`config.mk`:
```
export PLATFORM = sky130hd
export DESIGN_NAME = ulpb_node_rx
export DESIGN_NICKNAME = d
export VERILOG_FILES = /design/src/rtl/ulpb_node_rx.sv
export SDC_FILE = /design/constraint.sdc
export NUM_CORES = 1
export LEC_CHECK = 0
export ABC_AREA = 1
export BUFFER_PORTS_ARGS = -buffer_cell sky130_fd_sc_hd__clkbuf_2
export CORE_MARGIN = 4
export CORE_UTILIZATION = 38
export CTS_CLUSTER_SIZE = 12
export DETAILED_ROUTE_END_ITERATION = 10
export PLACE_DENSITY = 0.66
export SKIP_CTS_REPAIR_TIMING = 1
export SLEW_MARGIN = 40
export SYNTH_ARGS = -nofsm -noshare
export SYNTH_HDL_FRONTEND = slang
export SYNTH_SLANG_ARGS = --single-unit
```
`constraint.sdc`:
```
create_clock -name CLK_EXT -period 1.9 [get_ports CLK_EXT]
set_input_delay 0.095 -clock CLK_EXT [delete_from_list [all_inputs] [get_ports CLK_EXT]]
set_output_delay 0.095 -clock CLK_EXT [all_outputs]
set_load 0.01 [all_outputs]
```
`src/rtl/ulpb_node_rx.sv`:
```
// rtl/ulpb_node_rx.sv - ULPB bus-member receive front end: oversampled CLKIN/DIN message tracker
module ulpb_node_rx #(
    parameter logic [7:0] ADDRESS    = 8'hA5,
    parameter int         INT_THRESH = 6
) (
    input  logic        CLK_EXT,
    input  logic        RESETn,
    input  logic        CLKIN,
    input  logic        DIN,
    output logic [7:0]  RX_ADDR,
    output logic        RX_ADDR_VLD,
    output logic        RX_ADDR_MATCH,
    output logic [31:0] RX_DATA,
    output logic        RX_DATA_VLD,
    output logic [1:0]  RX_CTRL,
    output logic        RX_DONE,
    output logic        RX_FAIL,
    output logic        BUS_BUSY
);

    localparam int HI_W = $clog2(INT_THRESH + 1);
    localparam logic [HI_W-1:0] HI_MAX = HI_W'(INT_THRESH);

    typedef enum logic [3:0] {
        S_IDLE, S_ARB, S_PRIO, S_ADDR, S_DATA, S_INT_WAIT,
        S_SKIP0, S_SKIP1, S_CTRL0, S_CTRL1, S_END
    } state_t;

    state_t          r_state;
    state_t          w_state_next;

    logic            r_clk_m, r_clk_s, r_clk_d;
    logic            r_din_m, r_din_s, r_din_d;
    logic [HI_W-1:0] r_hi_cnt;
    logic [1:0]      r_edge_cnt;
    logic [4:0]      r_bit_cnt;
    logic [31:0]     r_shift;
    logic [7:0]      r_rx_addr;
    logic [31:0]     r_rx_data;
    logic [1:0]      r_ctrl;
    logic            r_addr_vld, r_data_vld, r_match, r_done, r_fail, r_busy;
    logic            r_fail_flag, r_word_seen, r_c0;

    logic            w_re, w_din_fall, w_int_det, w_int_window, w_bad_end;
    logic [31:0]     w_shift_word;
    logic            w_start, w_clr_cnt, w_shift, w_addr_load, w_data_load;
    logic            w_int_take, w_cap_c0, w_msg_end, w_go_idle;

    always_ff @(posedge CLK_EXT or negedge RESETn) begin
        if (!RESETn) begin
            r_clk_m <= 1'b0;
            r_clk_s <= 1'b0;
            r_clk_d <= 1'b0;
            r_din_m <= 1'b0;
            r_din_s <= 1'b0;
            r_din_d <= 1'b0;
        end else begin
            r_clk_m <= CLKIN;
            r_clk_s <= r_clk_m;
            r_clk_d <= r_clk_s;
            r_din_m <= DIN;
            r_din_s <= r_din_m;
            r_din_d <= r_din_s;
        end
    end

    assign w_re         = r_clk_s & ~r_clk_d;
    assign w_din_fall   = r_clk_s & r_din_d & ~r_din_s;
    assign w_shift_word = {r_shift[30:0], r_din_s};

    // Interrupt signature: CLKIN stretched high while DIN toggles at least three times.
    always_ff @(posedge CLK_EXT or negedge RESETn) begin
        if (!RESETn) begin
            r_hi_cnt   <= '0;
            r_edge_cnt <= 2'd0;
        end else if (!r_clk_s) begin
            r_hi_cnt   <= '0;
            r_edge_cnt <= 2'd0;
        end else begin
            if (r_hi_cnt != HI_MAX) begin
                r_hi_cnt <= r_hi_cnt + 1'b1;
            end
            if ((r_din_s != r_din_d) && (r_edge_cnt != 2'd3)) begin
                r_edge_cnt <= r_edge_cnt + 2'd1;
            end
        end
    end

    assign w_int_det    = (r_hi_cnt == HI_MAX) && (r_edge_cnt == 2'd3);
    assign w_int_window = (r_state == S_ARB) || (r_state == S_PRIO) ||
                          (r_state == S_ADDR) || (r_state == S_DATA);
    assign w_bad_end    = (r_state != S_DATA) || (r_bit_cnt != 5'd0) || !r_word_seen;

    always_ff @(posedge CLK_EXT or negedge RESETn) begin
        if (!RESETn) begin
            r_state <= S_IDLE;
        end else begin
            r_state <= w_state_next;
        end
    end

    always_comb begin
        w_state_next = r_state;
        w_start      = 1'b0;
        w_clr_cnt    = 1'b0;
        w_shift      = 1'b0;
        w_addr_load  = 1'b0;
        w_data_load  = 1'b0;
        w_int_take   = 1'b0;
        w_cap_c0     = 1'b0;
        w_msg_end    = 1'b0;
        w_go_idle    = 1'b0;
        // An interrupt overrides a coincident bit edge; that bit is dropped.
        if (w_int_window && w_int_det) begin
            w_int_take   = 1'b1;
            w_state_next = S_INT_WAIT;
        end else begin
            case (r_state)
                S_IDLE: begin
                    if (w_din_fall) begin
                        w_start      = 1'b1;
                        w_state_next = S_ARB;
                    end
                end
                S_ARB: begin
                    if (w_re) begin
                        w_state_next = S_PRIO;
                    end
                end
                S_PRIO: begin
                    if (w_re) begin
                        w_clr_cnt    = 1'b1;
                        w_state_next = S_ADDR;
                    end
                end
                S_ADDR: begin
                    if (w_re) begin
                        w_shift = 1'b1;
                        if (r_bit_cnt == 5'd7) begin
                            w_addr_load  = 1'b1;
                            w_state_next = S_DATA;
                        end
                    end
                end
                S_DATA: begin
                    if (w_re) begin
                        w_shift     = 1'b1;
                        w_data_load = (r_bit_cnt == 5'd31);
                    end
                end
                S_INT_WAIT: begin
                    if (w_re) begin
                        w_state_next = S_SKIP0;
                    end
                end
                S_SKIP0: begin
                    if (w_re) begin
                        w_state_next = S_SKIP1;
                    end
                end
                S_SKIP1: begin
                    if (w_re) begin
                        w_state_next = S_CTRL0;
                    end
                end
                S_CTRL0: begin
                    if (w_re) begin
                        w_cap_c0     = 1'b1;
                        w_state_next = S_CTRL1;
                    end
                end
                S_CTRL1: begin
                    if (w_re) begin
                        w_msg_end    = 1'b1;
                        w_state_next = S_END;
                    end
                end
                S_END: begin
                    if (r_clk_s && r_din_s) begin
                        w_go_idle    = 1'b1;
                        w_state_next = S_IDLE;
                    end
                end
                default: w_state_next = S_IDLE;
            endcase
        end
    end

    always_ff @(posedge CLK_EXT or negedge RESETn) begin
        if (!RESETn) begin
            r_bit_cnt   <= 5'd0;
            r_shift     <= 32'd0;
            r_rx_addr   <= 8'd0;
            r_rx_data   <= 32'd0;
            r_ctrl      <= 2'd0;
            r_addr_vld  <= 1'b0;
            r_data_vld  <= 1'b0;
            r_match     <= 1'b0;
            r_done      <= 1'b0;
            r_fail      <= 1'b0;
            r_busy      <= 1'b0;
            r_fail_flag <= 1'b0;
            r_word_seen <= 1'b0;
            r_c0        <= 1'b0;
        end else begin
            r_addr_vld <= w_addr_load;
            r_data_vld <= w_data_load & r_match;
            r_done     <= w_msg_end & ~r_fail_flag;
            r_fail     <= w_msg_end & r_fail_flag;
            if (w_start) begin
                r_busy      <= 1'b1;
                r_fail_flag <= 1'b0;
                r_word_seen <= 1'b0;
                r_match     <= 1'b0;
            end
            if (w_clr_cnt) begin
                r_bit_cnt <= 5'd0;
            end
            // bit_cnt wraps naturally at 32 in DATA; it restarts after the address byte.
            if (w_shift) begin
                r_shift   <= w_shift_word;
                r_bit_cnt <= w_addr_load ? 5'd0 : r_bit_cnt + 5'd1;
            end
            if (w_addr_load) begin
                r_rx_addr <= w_shift_word[7:0];
                r_match   <= (w_shift_word[7:0] == ADDRESS);
            end
            if (w_data_load) begin
                r_word_seen <= 1'b1;
                if (r_match) begin
                    r_rx_data <= w_shift_word;
                end
            end
            if (w_int_take) begin
                r_fail_flag <= r_fail_flag | w_bad_end;
            end
            if (w_cap_c0) begin
                r_c0 <= r_din_s;
            end
            if (w_msg_end) begin
                r_ctrl <= {r_c0, r_din_s};
            end
            if (w_go_idle) begin
                r_busy      <= 1'b0;
                r_fail_flag <= 1'b0;
                r_match     <= 1'b0;
            end
        end
    end

    assign RX_ADDR       = r_rx_addr;
    assign RX_ADDR_VLD   = r_addr_vld;
    assign RX_ADDR_MATCH = r_match;
    assign RX_DATA       = r_rx_data;
    assign RX_DATA_VLD   = r_data_vld;
    assign RX_CTRL       = r_ctrl;
    assign RX_DONE       = r_done;
    assign RX_FAIL       = r_fail;
    assign BUS_BUSY      = r_busy;

endmodule

```
==> summary.md <==
| Metric | Value |
|---|---|
| Largest net degree at the start of global routing | 68 |
| R2R setup slack | 0.19 ns |
| Root Driver | clkbuf_8 |
| Synthesized area | 4220 um^2 |
| Placed cell count | 628 |
| Post-synth top flop | dfrtp_1 |
| Register area share after synthesis | 60.5% |
| Final setup viols | 0 |
| DRC | 0 |
| Row count | 38 |
| CP Depth | 9 |
| Vias in the first global route | 2,975 |
| Final GP Congestion | 0.816 |
| Number of synthesized flops with an enable pin | 0 |
| Initial Util | 38.9% |
| Max stage delay on crit path | 0.39 ns |
| Most frequent cells after synthesis | nand2_1 (113), dfrtp_1 (102), o21ai_1 (71) |
| Yosys reg bits | 102 |
| Vias per inst | 4.58 |
| Core ar. | 10,800 um^2 |
| Critical path launch point type | register |
| Filler cell count | 1,057 |
| Final Non-Filler Cells | 647 |
| Max Fanout on Critical Path | 16 |
| H-tree depth | 3 |
| Highest-delay cell along the critical path | dfrtp_1 |
| RR Startpoint | r_hi_cnt[0] |
| R2R cell count | 9 |
| Placed cell areas | 4620 um^2 |
| PD cells | 1000 nW/um^2 |
| Dpl hpwl | 5.69 mm |
| Worst-Skew Late Latency | 0.36 ns |
| CP Data Required Time | 2.19 ns |
| Met3 wire len | 264 um |
| Max Clk Rate | 585 MHz |
| Syn nets | 457 |
| Netlist cell types | 29 |
| Final Hold Vio Count | 0 |
| DR pass1 iterations | 4 |
| Initial antenna violation count | 0 |
| RSZ-0062 raised after global routing | no |
| Max_cap viols | 0 |
| Share of the synthesized area in the top cell type | 60.5% |
| Drt total wl | 7.91 mm |
| Total power | 4.87 mW |
| P_leak | 2.36 nW |
| Min Tclk post-route | 1.71 ns |
| Gr ovfl total | 0 |
| Layout Nets | 512 |
| WL/cell | 12.2 um |
| CTS tree | done |
| Final setup margin | 0.191 ns |
| Hold crit path type | input pin to asynchronous set/reset pin |
| Status | completed |
| Setup WS pre-CTS | 0.150 ns |
| Crit path capture | RX_ADDR[1] |
| Num CTS Buffers | 9 |
| Peak VDD IR | 0.416 mV |
| Final Max Slew Viols | 0 |
| Worst path cell trace | inv_1 -> ha_1 -> nand2_1 -> nor2_1 -> nand2_4 -> nand2_1 -> buf_4 -> nand2_1 -> o21ai_1 |
| Proportion of layout cells with a drive suffix above 1 | 17.9% |
| Setup skew after layout | 0.00820 ns |
| Worst setup startpoint | r_hi_cnt[0] |
| WL met2 | 3.77 mm |
| DR iter-0 viols | 134 |
| Slew @ Worst Pin | 0.570 ns |
| Synth warnings | 0 |
| Synth area leader | dfrtp_1 |
| M1 WL | 3.75 mm |
| Post-route ant nets | 0 |
| Clock transition at path regs | 0.09 ns |
| GRT Total Usage | 13.6% |
| Layout area overhead | 15.5% |
| Syn avg cell area | 9.44 um^2 |
| WP buf/inv | 2 |
| First-pass GRT wire length | 14.1 mm |
| Final worst-path cycle share | 89.9% |
| RR Endpoint | RX_ADDR[1] |
| # IOs | 52 |
| Mapped Cells | 447 |
| Post-route setup TNS | 0 ns |
| Vias | 2,964 |
| Die area | 12,800 um^2 |
| Die Y-Extent | 113 um |
| Top Metal Used | met4 |
| Final instance area | 4870 um^2 |
| Largest cells by area after synthesis | dfrtp_1 (61%), nand2_1 (10%), o21ai_1 (8.4%), inv_1 (4.8%), nand3_1 (2.0%) |
| Most common cell in the netlist | nand2_1 |
| Share of flip-flops with an asynchronous set or reset | 100% |
| PortBufs | 51 |
| Diode count | 0 |
| Largest delay contributor family on the critical path | simple AND/OR/NAND/NOR gates |
| Crit Path Class | register to register |
| CP arrival | 2.00 ns |
| Die width | 113 um |
| Setup crit end kind | register |
| Max Root-Sink Buffers | 2 |
| Slew headroom | 62.0% |
| Clk sinks | 102 |
| CP most frequent cell | nand2_1 |
sequential cells by signal (all words and copies together), names as in the netlist, 2 cells and up:
name and count:
RX_DATA 32, r_shift 31, RX_ADDR 8, r_bit_cnt 5, r_state 4, r_hi_cnt 3, RX_CTRL 2, r_edge_cnt 2
cell type report:
cell class / count / area, um^2 / share of cell area [%]
well taps: 140 / 175 / 3.60
inverters: 58 / 218 / 4.47
clock inverters: 5 / 82.6 / 1.70
multi-input cells: 269 / 1320 / 27.2
flip-flops and latches: 102 / 2550 / 52.4
repair buffers: 62 / 389 / 7.99
clock buffers: 11 / 131 / 2.70
layout by cell type (no fill, tap or decap), drive strengths merged:
master and instances:
nand4 6, clkbuf 61, mux2 1, ha 6
nor4 3, dlygate4sd3 3, nand2 118, nand3 19
o21ai 85, dfrtp 102, xnor2 2, buf 9
a22o 1, bufinv 2, o22ai 2, o21a 1
xor2 2, clkinv 2, nor3 2, inv 59
nor2 21
metal layers:
metal  GRT usage (%)  up-vias
met5               0        -
li1                -     1530
met2            21.7       54
met1            18.2     1370
met3            2.35       10
met4            6.01        0
worst register-to-register path, stage by stage (launching register included):
cell and delay [ns]:
dfrtp_1 0.39, inv_1 0.08, ha_1 0.17, nand2_1 0.08, nor2_1 0.18, nand2_4 0.14, nand2_1 0.22, buf_4 0.24
nand2_1 0.06, o21ai_1 0.07
worst min path at each step:
stage | startpoint | to | slack, ns | cells past startpoint
after floorplan | RESETn | BUS_BUSY | -0.20 | 0
after global placement | RESETn | RX_DATA[17] | 0.12 | 1
after detailed placement | RESETn | RX_DATA[17] | 0.13 | 1
after CTS | RESETn | RX_DATA[21] | -0.27 | 1
after global routing | RESETn | RX_DATA[13] | 0.33 | 2
final | RESETn | r_clk_s | 0.27 | 2
kinds of logic (layout without fill, tap and decap cells):
| kind of cell | after synthesis | count (layout) | synth area share, % |
|---|---|---|---|
| DFF | 102 | 102 | 60.5 |
| muxes | 1 | 1 | 0.267 |
| and+or+nand+nor | 169 | 169 | 17.5 |
| adders and majority gates | 6 | 6 | 1.78 |
| AOI/OAI and AO/OA | 89 | 89 | 10.9 |
| xor gates and xnor gates | 4 | 4 | 0.831 |
| buffers and inverters | 76 | 136 | 8.13 |
where the power goes:
group          switching [mW]  internal, mW  leakage, nW
Sequential              0.158          2.32         1.40
Clock                   0.717         0.748        0.108
Combinational           0.617         0.317        0.852
metrics by stage:
step           hold slack, ns  util, %
2_1_floorplan          -0.201        -
3_3_place_gp            0.124     42.6
6_report                0.268     44.9
5_1_grt                 0.333     44.9
4_1_cts                -0.271     44.6
3_5_place_dp            0.131     42.6
Note: power is estimated with default switching activity, not from simulation.
